<file path="src/rtl/gpio_pkg.sv">
// gpio_pkg: shared word layout, parity helper and TX FSM encoding for the GPIO peer port.
package gpio_pkg;

    localparam int GPIO_DW = 16;
    localparam int GPIO_W  = 17;

    localparam logic [0:0] TX_IDLE = 1'b0;
    localparam logic [0:0] TX_HOLD = 1'b1;

    typedef struct packed {
        logic               par;
        logic [GPIO_DW-1:0] data;
    } gpio_word_t;

    function automatic logic gpio_par(input logic [GPIO_DW-1:0] data, input logic sel);
        return ^data ^ sel;
    endfunction

endpackage

</file>
<file path="src/rtl/gpio_peer_fifo.sv">
// gpio_peer_fifo: show-ahead RX FIFO; the caller qualifies push/pop against full/empty.
module gpio_peer_fifo #(
    parameter int DEPTH = 4,
    parameter int W     = 16
) (
    input  logic         clk,
    input  logic         reset_n,
    input  logic         push,
    input  logic [W-1:0] wdata,
    input  logic         pop,
    output logic [W-1:0] rdata,
    output logic         full,
    output logic         empty
);

    localparam int AW = $clog2(DEPTH);

    logic [W-1:0] mem [DEPTH];
    logic [AW:0]  wr_ptr;
    logic [AW:0]  rd_ptr;

    // Extra pointer MSB separates full from empty when the indices match.
    assign rdata = mem[rd_ptr[AW-1:0]];
    assign empty = wr_ptr == rd_ptr;
    assign full  = (wr_ptr[AW] != rd_ptr[AW]) && (wr_ptr[AW-1:0] == rd_ptr[AW-1:0]);

    always_ff @(posedge clk or negedge reset_n) begin
        if (!reset_n) begin
            wr_ptr <= '0;
            rd_ptr <= '0;
            for (int i = 0; i < DEPTH; i++) mem[i] <= '0;
        end else begin
            if (push) begin
                mem[wr_ptr[AW-1:0]] <= wdata;
                wr_ptr <= wr_ptr + 1'b1;
            end
            if (pop) rd_ptr <= rd_ptr + 1'b1;
        end
    end

endmodule

</file>
<file path="src/rtl/gpio_peer_port.sv">
// gpio_peer_port: pin-side GPIO peer; TX holds parity-tagged words on gpio_in,
// RX detects changes on gpio_out, checks parity and queues good words.
module gpio_peer_port
    import gpio_pkg::*;
#(
    parameter int DEPTH       = 4,
    parameter int HOLD_CYCLES = 4,
    parameter int CNT_W       = 8
) (
    input  logic                clk,
    input  logic                reset_n,
    input  logic                parity_sel,
    input  logic [GPIO_W-1:0]   gpio_out,
    output logic [GPIO_W-1:0]   gpio_in,
    input  logic [GPIO_DW-1:0]  tx_data,
    input  logic                tx_valid,
    output logic                tx_ready,
    output logic [GPIO_DW-1:0]  rx_data,
    output logic                rx_valid,
    input  logic                rx_ready,
    output logic                rx_par_err,
    output logic [CNT_W-1:0]    rx_err_cnt,
    output logic                rx_overflow,
    input  logic                clr
);

    localparam int HW = HOLD_CYCLES > 1 ? $clog2(HOLD_CYCLES) : 1;

    logic [0:0]        state;
    logic [HW-1:0]     hold_cnt;
    gpio_word_t        word_q;

    assign gpio_in  = word_q;
    assign tx_ready = state == TX_IDLE;

    // Leaving HOLD as the count reaches zero gives exactly HOLD_CYCLES between accepts.
    always_ff @(posedge clk or negedge reset_n) begin
        if (!reset_n) begin
            state    <= TX_IDLE;
            hold_cnt <= '0;
            word_q   <= '0;
        end else if (state == TX_IDLE) begin
            if (tx_valid) begin
                word_q   <= '{par: gpio_par(tx_data, parity_sel), data: tx_data};
                hold_cnt <= HW'(HOLD_CYCLES - 1);
                state    <= HOLD_CYCLES > 1 ? TX_HOLD : TX_IDLE;
            end
        end else begin
            hold_cnt <= hold_cnt - 1'b1;
            if (hold_cnt == HW'(1)) state <= TX_IDLE;
        end
    end

    logic [GPIO_W-1:0] prev;
    logic new_word, good, bad, pop, push, drop, full, empty;

    assign new_word = gpio_out != prev;
    assign good     = (^gpio_out) == parity_sel;
    assign bad      = new_word & ~good;
    assign pop      = rx_valid & rx_ready;
    assign push     = new_word & good & (~full | pop);
    assign drop     = new_word & good & full & ~pop;
    assign rx_valid = ~empty;

    always_ff @(posedge clk or negedge reset_n) begin
        if (!reset_n) begin
            prev        <= '0;
            rx_par_err  <= 1'b0;
            rx_err_cnt  <= '0;
            rx_overflow <= 1'b0;
        end else begin
            prev        <= gpio_out;
            rx_par_err  <= bad;
            rx_err_cnt  <= clr ? CNT_W'(bad) :
                           (bad && rx_err_cnt != '1) ? rx_err_cnt + 1'b1 : rx_err_cnt;
            rx_overflow <= clr ? drop : rx_overflow | drop;
        end
    end

    gpio_peer_fifo #(.DEPTH(DEPTH), .W(GPIO_DW)) u_fifo (
        .clk    (clk),
        .reset_n(reset_n),
        .push   (push),
        .wdata  (gpio_out[GPIO_DW-1:0]),
        .pop    (pop),
        .rdata  (rx_data),
        .full   (full),
        .empty  (empty)
    );

endmodule

</file>
<file path="config.mk">
export PLATFORM = sky130hd
export DESIGN_NAME = gpio_peer_port
export DESIGN_NICKNAME = d
export VERILOG_FILES = /design/src/rtl/gpio_pkg.sv /design/src/rtl/gpio_peer_fifo.sv /design/src/rtl/gpio_peer_port.sv
export SDC_FILE = /design/constraint.sdc
export NUM_CORES = 1
export LEC_CHECK = 0
export ABC_AREA = 1
export CAP_MARGIN = 20
export CORE_UTILIZATION = 35
export CTS_CLUSTER_DIAMETER = 50
export CTS_CLUSTER_SIZE = 24
export DETAILED_ROUTE_END_ITERATION = 12
export SETUP_SLACK_MARGIN = 0.4
export SYNTH_ARGS = -nofsm -noshare
export SYNTH_HDL_FRONTEND = slang
export SYNTH_SLANG_ARGS = --single-unit
export TNS_END_PERCENT = 50
</file>
<file path="constraint.sdc">
create_clock -name clk -period 2.23 [get_ports clk]
set_input_delay 0.3345 -clock clk [delete_from_list [all_inputs] [get_ports clk]]
set_output_delay 0.3345 -clock clk [all_outputs]
set_load 0.02 [all_outputs]
</file>
* Yosys cells after proc, flatten, opt, wreduce, memory -nomap -nowiden *
Cells that the tools add are included.

word-level totals
  flip-flop bits (word level) = 117
  latch bits = 0
  bits in writable memories = 0
  bits in read-only memories = 0
  input bits = 39
  output and inout bits = 45
  logic and storage cells = 66
  memories = 0

operators by class
  add/sub/neg operators = 4
  multiply operators = 0
  div/mod/pow operators = 0
  $lt $le $gt $ge = 3
  eq/ne operators = 7
  shifts and indexed selects = 0
  mux-type cells = 14
  bitwise operators = 16
  reduce and logical (&&, ||, !) cells = 8

operator list
  cell                                                                   count
  64-bit bitwise mux                                                     1
  16-bit 2-to-1 mux                                                      3
  16-bit binary-select mux with 2-bit select                             1
  16-bit demux with 2-bit select                                         1
  17-bit inequality test                                                 1
  17-bit XOR reduction                                                   1
  8-bit 2-to-1 mux                                                       2
  16-bit XOR reduction                                                   1
  8-bit by 1-bit adder with 8-bit output, second input constant          1
  8-bit inequality test, second input constant                           1
  3-bit by 1-bit adder with 3-bit output, second input constant          2
  1-bit AND                                                              6
  3-bit greater-or-equal comparator, second input constant               2
  2-bit NOT with 3-bit output                                            2
  1-bit NOT                                                              5
  1-bit 2-to-1 mux                                                       4
  2-bit 2-to-1 mux                                                       2
  2-bit nonzero test                                                     2
  3-bit equality test                                                    1
  1-bit logical AND                                                      3
  3-bit by 1-bit < comparator with 1-bit output, second input constant   1
  2-bit by 1-bit equality test with 1-bit output, second input constant  1
  2-bit equality test                                                    1
  1-bit OR                                                               2
  other kinds (5)                                                        5

* Logic depth before layout (Yosys ltp) *
  depth after elaboration = 7
  depth in mapped cells = 16

* Modules after synthesis *
From an unflattened synthesis, not the netlist that was laid out.

second synthesis, totals
  cells, all modules = 724
  area total of the unflattened synthesis = 5,848.1 um^2

by module, submodules not included
  module          times used  cells an instance  area each (um^2)  sequential area each (um^2)
  gpio_peer_fifo  1           415                3,357.0           1,751.7
  gpio_peer_port  1           309                2,491.1           1,176.1

* Worst setup path after synthesis *
Ideal clock, no wire load.

  path type = input port to flip-flop
  start point = input gpio_out[10]
  end point = register u_fifo.mem[16] in the netlist's numbering
  data arrival time = 1,691 ps
  required time = 2,111 ps
  path slack = 421 ps
  cell stages on the path = 11
  path buffers = 3
  cell sequence = buf_2 -> xor2_1 -> or2_0 -> nor3_2 -> nand3_2 -> inv_2 -> a21oi_4 -> buf_4 -> buf_6 -> nand4_1 -> nand2_1

between the ends
  longest elaborated chain between the ends = 4

RTL lines
  what                            line                  text
  start: declaration              gpio_peer_port.sv:13  input logic [GPIO_W-1:0] gpio_out,
  17-bit XOR reduction            gpio_peer_port.sv:58  assign good = (^gpio_out) == parity_sel;
  1-bit equality test             gpio_peer_port.sv:58
  1-bit AND (*) (2 in series)     gpio_peer_port.sv:61  assign push = new_word & good & (~full | pop);
  end signal: indexed assignment  gpio_peer_fifo.sv:34  mem[wr_ptr[AW-1:0]] <= wdata;
  end: declaration                gpio_peer_fifo.sv:18  logic [W-1:0] mem [DEPTH];

Mark *: on every way between the ends. The rest lies on a longest branch, timed or not.
A chain may end at the register's enable or synchronous reset.

* Final worst setup path *
  start point = register u_fifo.rd_ptr[0]
  end point = output rx_data[8]

between the ends
  longest elaborated chain between the ends = 4

RTL lines
  what                                                   line                  text
  start: declaration                                     gpio_peer_fifo.sv:20  logic [AW:0] rd_ptr;
  start signal: assignment                               gpio_peer_fifo.sv:37  if (pop) rd_ptr <= rd_ptr + 1'b1;
  2-bit NOT with 3-bit output (implied by the code)      gpio_peer_fifo.sv:23  assign rdata = mem[rd_ptr[AW-1:0]];
  16-bit binary-select mux with 2-bit select             gpio_peer_fifo.sv:23
  16-bit 2-to-1 mux (implied by the code) (2 in series)  gpio_peer_fifo.sv:23
  end: declaration                                       gpio_peer_port.sv:18  output logic [GPIO_DW-1:0] rx_data,

No other way between the ends. The select of a mux whose other input is x is not followed.

==> results by group <==
Timing
  • Hold Violations, Final: 0
  • Transition time at the pin with the least slew margin: 0.488 ns
  • Number of setup violations in the final report: 0
  • Worst clock skew: 0.00703 ns
  • Pins over their slew limit: 0
  • Tcrit/Tclk final: 87.7%
  • Min Clock Period, post-route: 1.96 ns
  • Slew HR: 67.5%
  • Highest Clock Rate: about 510 MHz
  • Final sum of negative setup slack: 0 ns
  • Post-route worst setup slack: 0.274 ns
  • Unrepaired setup endpoints after global routing: true

Die
  • Core Area: roughly 0.017 mm^2
  • Die outline height: 133 um
  • Core Rows: between 40 and 50
  • I/O pin total: 84
  • Starting density of the core: a little over a third
  • Width of the chip: 133 um
  • Die outline area: 0.0176 mm^2

Drt
  • Residual antenna-violating net count after detailed routing: 0
  • DRC marker count from the first detailed-route iteration: 530
  • Mean routed wirelength per cell: 16.4 um
  • Iteration count of the initial detailed-routing pass: 5
  • Post-detailed-routing wire length: 18000 um
  • Number of remaining DRC errors: 0
  • Via/cell ratio: a little over 5
  • Via total after detailed routing: 5583

Synthesis
  • Mapped Cells: 731
  • Main area contributors after synthesis: dfrtp_1 (49%), nand2_1 (16%), nand4_1 (7.2%), xnor2_1 (4.2%), o21ai_0 (2.9%)
  • Mapped Avg Cell Area: 8.19 um^2
  • Post-synth cell types: 30
  • Post-synthesis net count: 777
  • Cell accounting for the most synthesized area: dfrtp_1
  • Portion of the post-synthesis area used by sequential elements: 48.9%
  • Flip-flop and latch count after synthesis: approximately 120
  • Portion of synthesized cell area occupied by the leading cell type: 48.9%
  • Synthesis Warnings: 0
  • Netlist area before placement: approximately 0.006 mm^2

Global routing
  • Maximum number of pins on one net before global-route repair: 36
  • Vias in the first global route: about 5400
  • Routing usage on met1: 28.0%
  • Overflow after GRT: 0
  • Global routing's busiest layer: met2
  • Global-route track usage on met3: around 5.3%
  • Grt met2 use: about a third
  • Number of antenna violations at the first check in global routing: 0
  • GRT Util Overall: 20.9%
  • First-pass GRT wire length: 28700 um

Layout
  • Final-stage net count: 911
  • Total inserted antenna cells: 0
  • Footprint of the multi-input gates: 0.00300 mm^2
  • Area taken by flip-flops and latches: 0.00293 mm^2
  • Ratio of cells with drive above 1 in the final layout: between 20% and 30%
  • Final-layout fill cell count: around 1500
  • Synth-to-Final Area Change: 45.7%

Critical path
  • Crit path DAT: 1.62 ns
  • Required time reported for the critical path endpoint: roughly 1.9 ns
  • Crit path kind: reg -> out
  • Setup crit start kind: register
  • Endpoint class of the critical path: output pin
  • CP Max Fanout: 13
  • Cells on worst reg2reg path: 11

Run status
  • Outcome: finished clean

CTS
  • Number of buffers created by CTS: 17
  • Worst-Skew Late Latency: between 0.4 and 0.5 ns
  • Num Clock Sinks: 117
  • CTS H-tree lvls: 4
  • Clock slew at the register clock pins of the worst setup and hold paths: 0.05 ns
  • Number of buffers on the longest clock path: 2
  • CTS Root Buffer Type: clkbuf_16
  • Clock tree from TritonCTS: yes

Pwr
  • Highest ir drop seen on vdd: 0.841 mV
  • Power density cells: 1430 mW/mm^2
  • Leakage Power: 4.26 nW
  • Total power consumption of the routed design: 12.5 mW

Worst hold path
  • Worst hold path class: in -> reg
  • Number of cells on the worst hold path: 1

Placed design
  • Number of I/O port buffers: 83
  • Placement Setup Slack: -0.311 ns
  • Routability Congestion: approximately 0.77
  • Estimated wirelength of the detail-placed design: roughly 11000 um

Run
  • Number of max-cap violations: 0
cells in the final DEF (no fill, tap or decap), types with 6 or more instances in the layout:
| master | n |
|---|---|
| buf_12 | 14 |
| buf_4 | 58 |
| buf_6 | 13 |
| clkbuf_16 | 23 |
| clkbuf_2 | 6 |
| clkdlybuf4s50_1 | 46 |
| clkinv_2 | 7 |
| dfrtp_1 | 116 |
| dlygate4sd2_1 | 11 |
| ha_1 | 7 |
| inv_1 | 16 |
| inv_2 | 8 |
| nand2_1 | 228 |
| nand2_2 | 22 |
| nand2_4 | 11 |
| nand3_1 | 25 |
| nand3_2 | 7 |
| nand4_1 | 69 |
| nor2_1 | 42 |
| o21ai_0 | 29 |
| o22ai_1 | 15 |
| xnor2_1 | 24 |
| xor2_1 | 17 |
state kept, by name (all words and copies together), names as in the netlist:
signal and flops:
hold_cnt 2, prev 17, u_fifo.rd_ptr 3, u_fifo.mem 64, u_fifo.wr_ptr 3, rx_overflow 1
state 1, rx_err_cnt 8, rx_par_err 1, gpio_in 17
power breakdown:
part / leakage [nW] / switching [mW] / internal [mW]
sequential: 1.45 / 0.579 / 2.94
combinational: 2.52 / 3.42 / 2.73
clock: 0.295 / 0.957 / 1.84
total: 4.26 / 4.95 / 7.50
stage by stage:
| stage | instance area [um^2] | hold WS [ns] | std cells | utilization, % |
|---|---|---|---|---|
| floorplan | 5990 | 0.0389 | 731 | - |
| global placement | 7440 | 0.335 | 1042 | 44.7 |
| detailed placement | 7440 | 0.328 | 1042 | 44.7 |
| CTS | 8370 | 0.235 | 1086 | 50.3 |
| global route | 8730 | 0.0778 | 1096 | 52.5 |
| finish | 8730 | 0.0903 | 1096 | 52.5 |
logic make-up (layout without fill, tap and decap cells):
kind of cell,count (synthesis),count (layout),share of synthesized area (%)
adders and majority gates,7,7,1.46
DFF,117,117,48.9
and+or+nand+nor,424,424,31.6
buffers and inverters,82,227,6.18
AOI/OAI and AO/OA,55,55,5.12
xor gates and xnor gates,46,46,6.73
layer usage:
metal  vias up  routed length (um)  share of wire (%)
met3        39                1230                6.8
met1      2644                8010                 45
met5         -                   0                  0
li1       2683                   -                  -
met4         0                 442                2.5
met2       217                8300                 46
critical path, stage by stage, from the launching register on:
cell and delay [ns]:
dfrtp_2 0.45, buf_6 0.18, o21ai_0 0.26, o22ai_1 0.13, buf_4 0.17
cell type report:
type | instances | share of cell area, %
inverters | 28 | 1.26
well taps | 220 | 3.15
clock inverters | 12 | 1.86
clock buffers | 18 | 4.92
flip-flops and latches | 117 | 33.6
multi-input cells | 532 | 34.4
repair buffers | 169 | 20.9
Yosys cell counts:
library cell	number
a21oi_1	2
o22ai_1	16
ha_1	7
xnor2_1	29
buf_4	8
nand2_1	258
o21ai_1	1
buf_6	1
clkbuf_1	22
buf_1	3
or2_1	3
o21ai_0	35
nand4_1	69
nand4_2	5
inv_1	18
buf_2	20
inv_2	8
nand2_2	3
nand3_1	32
or2_0	3
nor3_2	1
xor2_1	17
or2_2	1
nand3b_1	2
nand3_2	1
clkinv_1	2
nor2_1	45
nor3_1	1
a21oi_4	1
dfrtp_1	117
worst paths after layout:
kind,to,startpoint,slack (ns)
min reg2reg,u_fifo.mem[56],u_fifo.mem[56],0.47
min in group asynchronous,u_fifo.mem[59],reset_n,0.43
min,prev[3],gpio_out[3],0.09
max reg2reg,u_fifo.mem[44],prev[11],0.33
max,rx_data[8],u_fifo.rd_ptr[0],0.27
max in group asynchronous,u_fifo.mem[23],reset_n,1.19
repair_timing:
| item | 4_1_cts | 5_1_grt |
|---|---|---|
| cloned | 6 | 6 |
| resized for setup | 156 | 69 |
| buffers inserted | 7 | 4 |
| pin swaps | 15 | 27 |
| endpoints found under the hold margin | 31 | 0 |
| hold buffers | 1 | 0 |
| setup endpoints to repair | 99 | 101 |
Power figures use the tool's default switching activity.
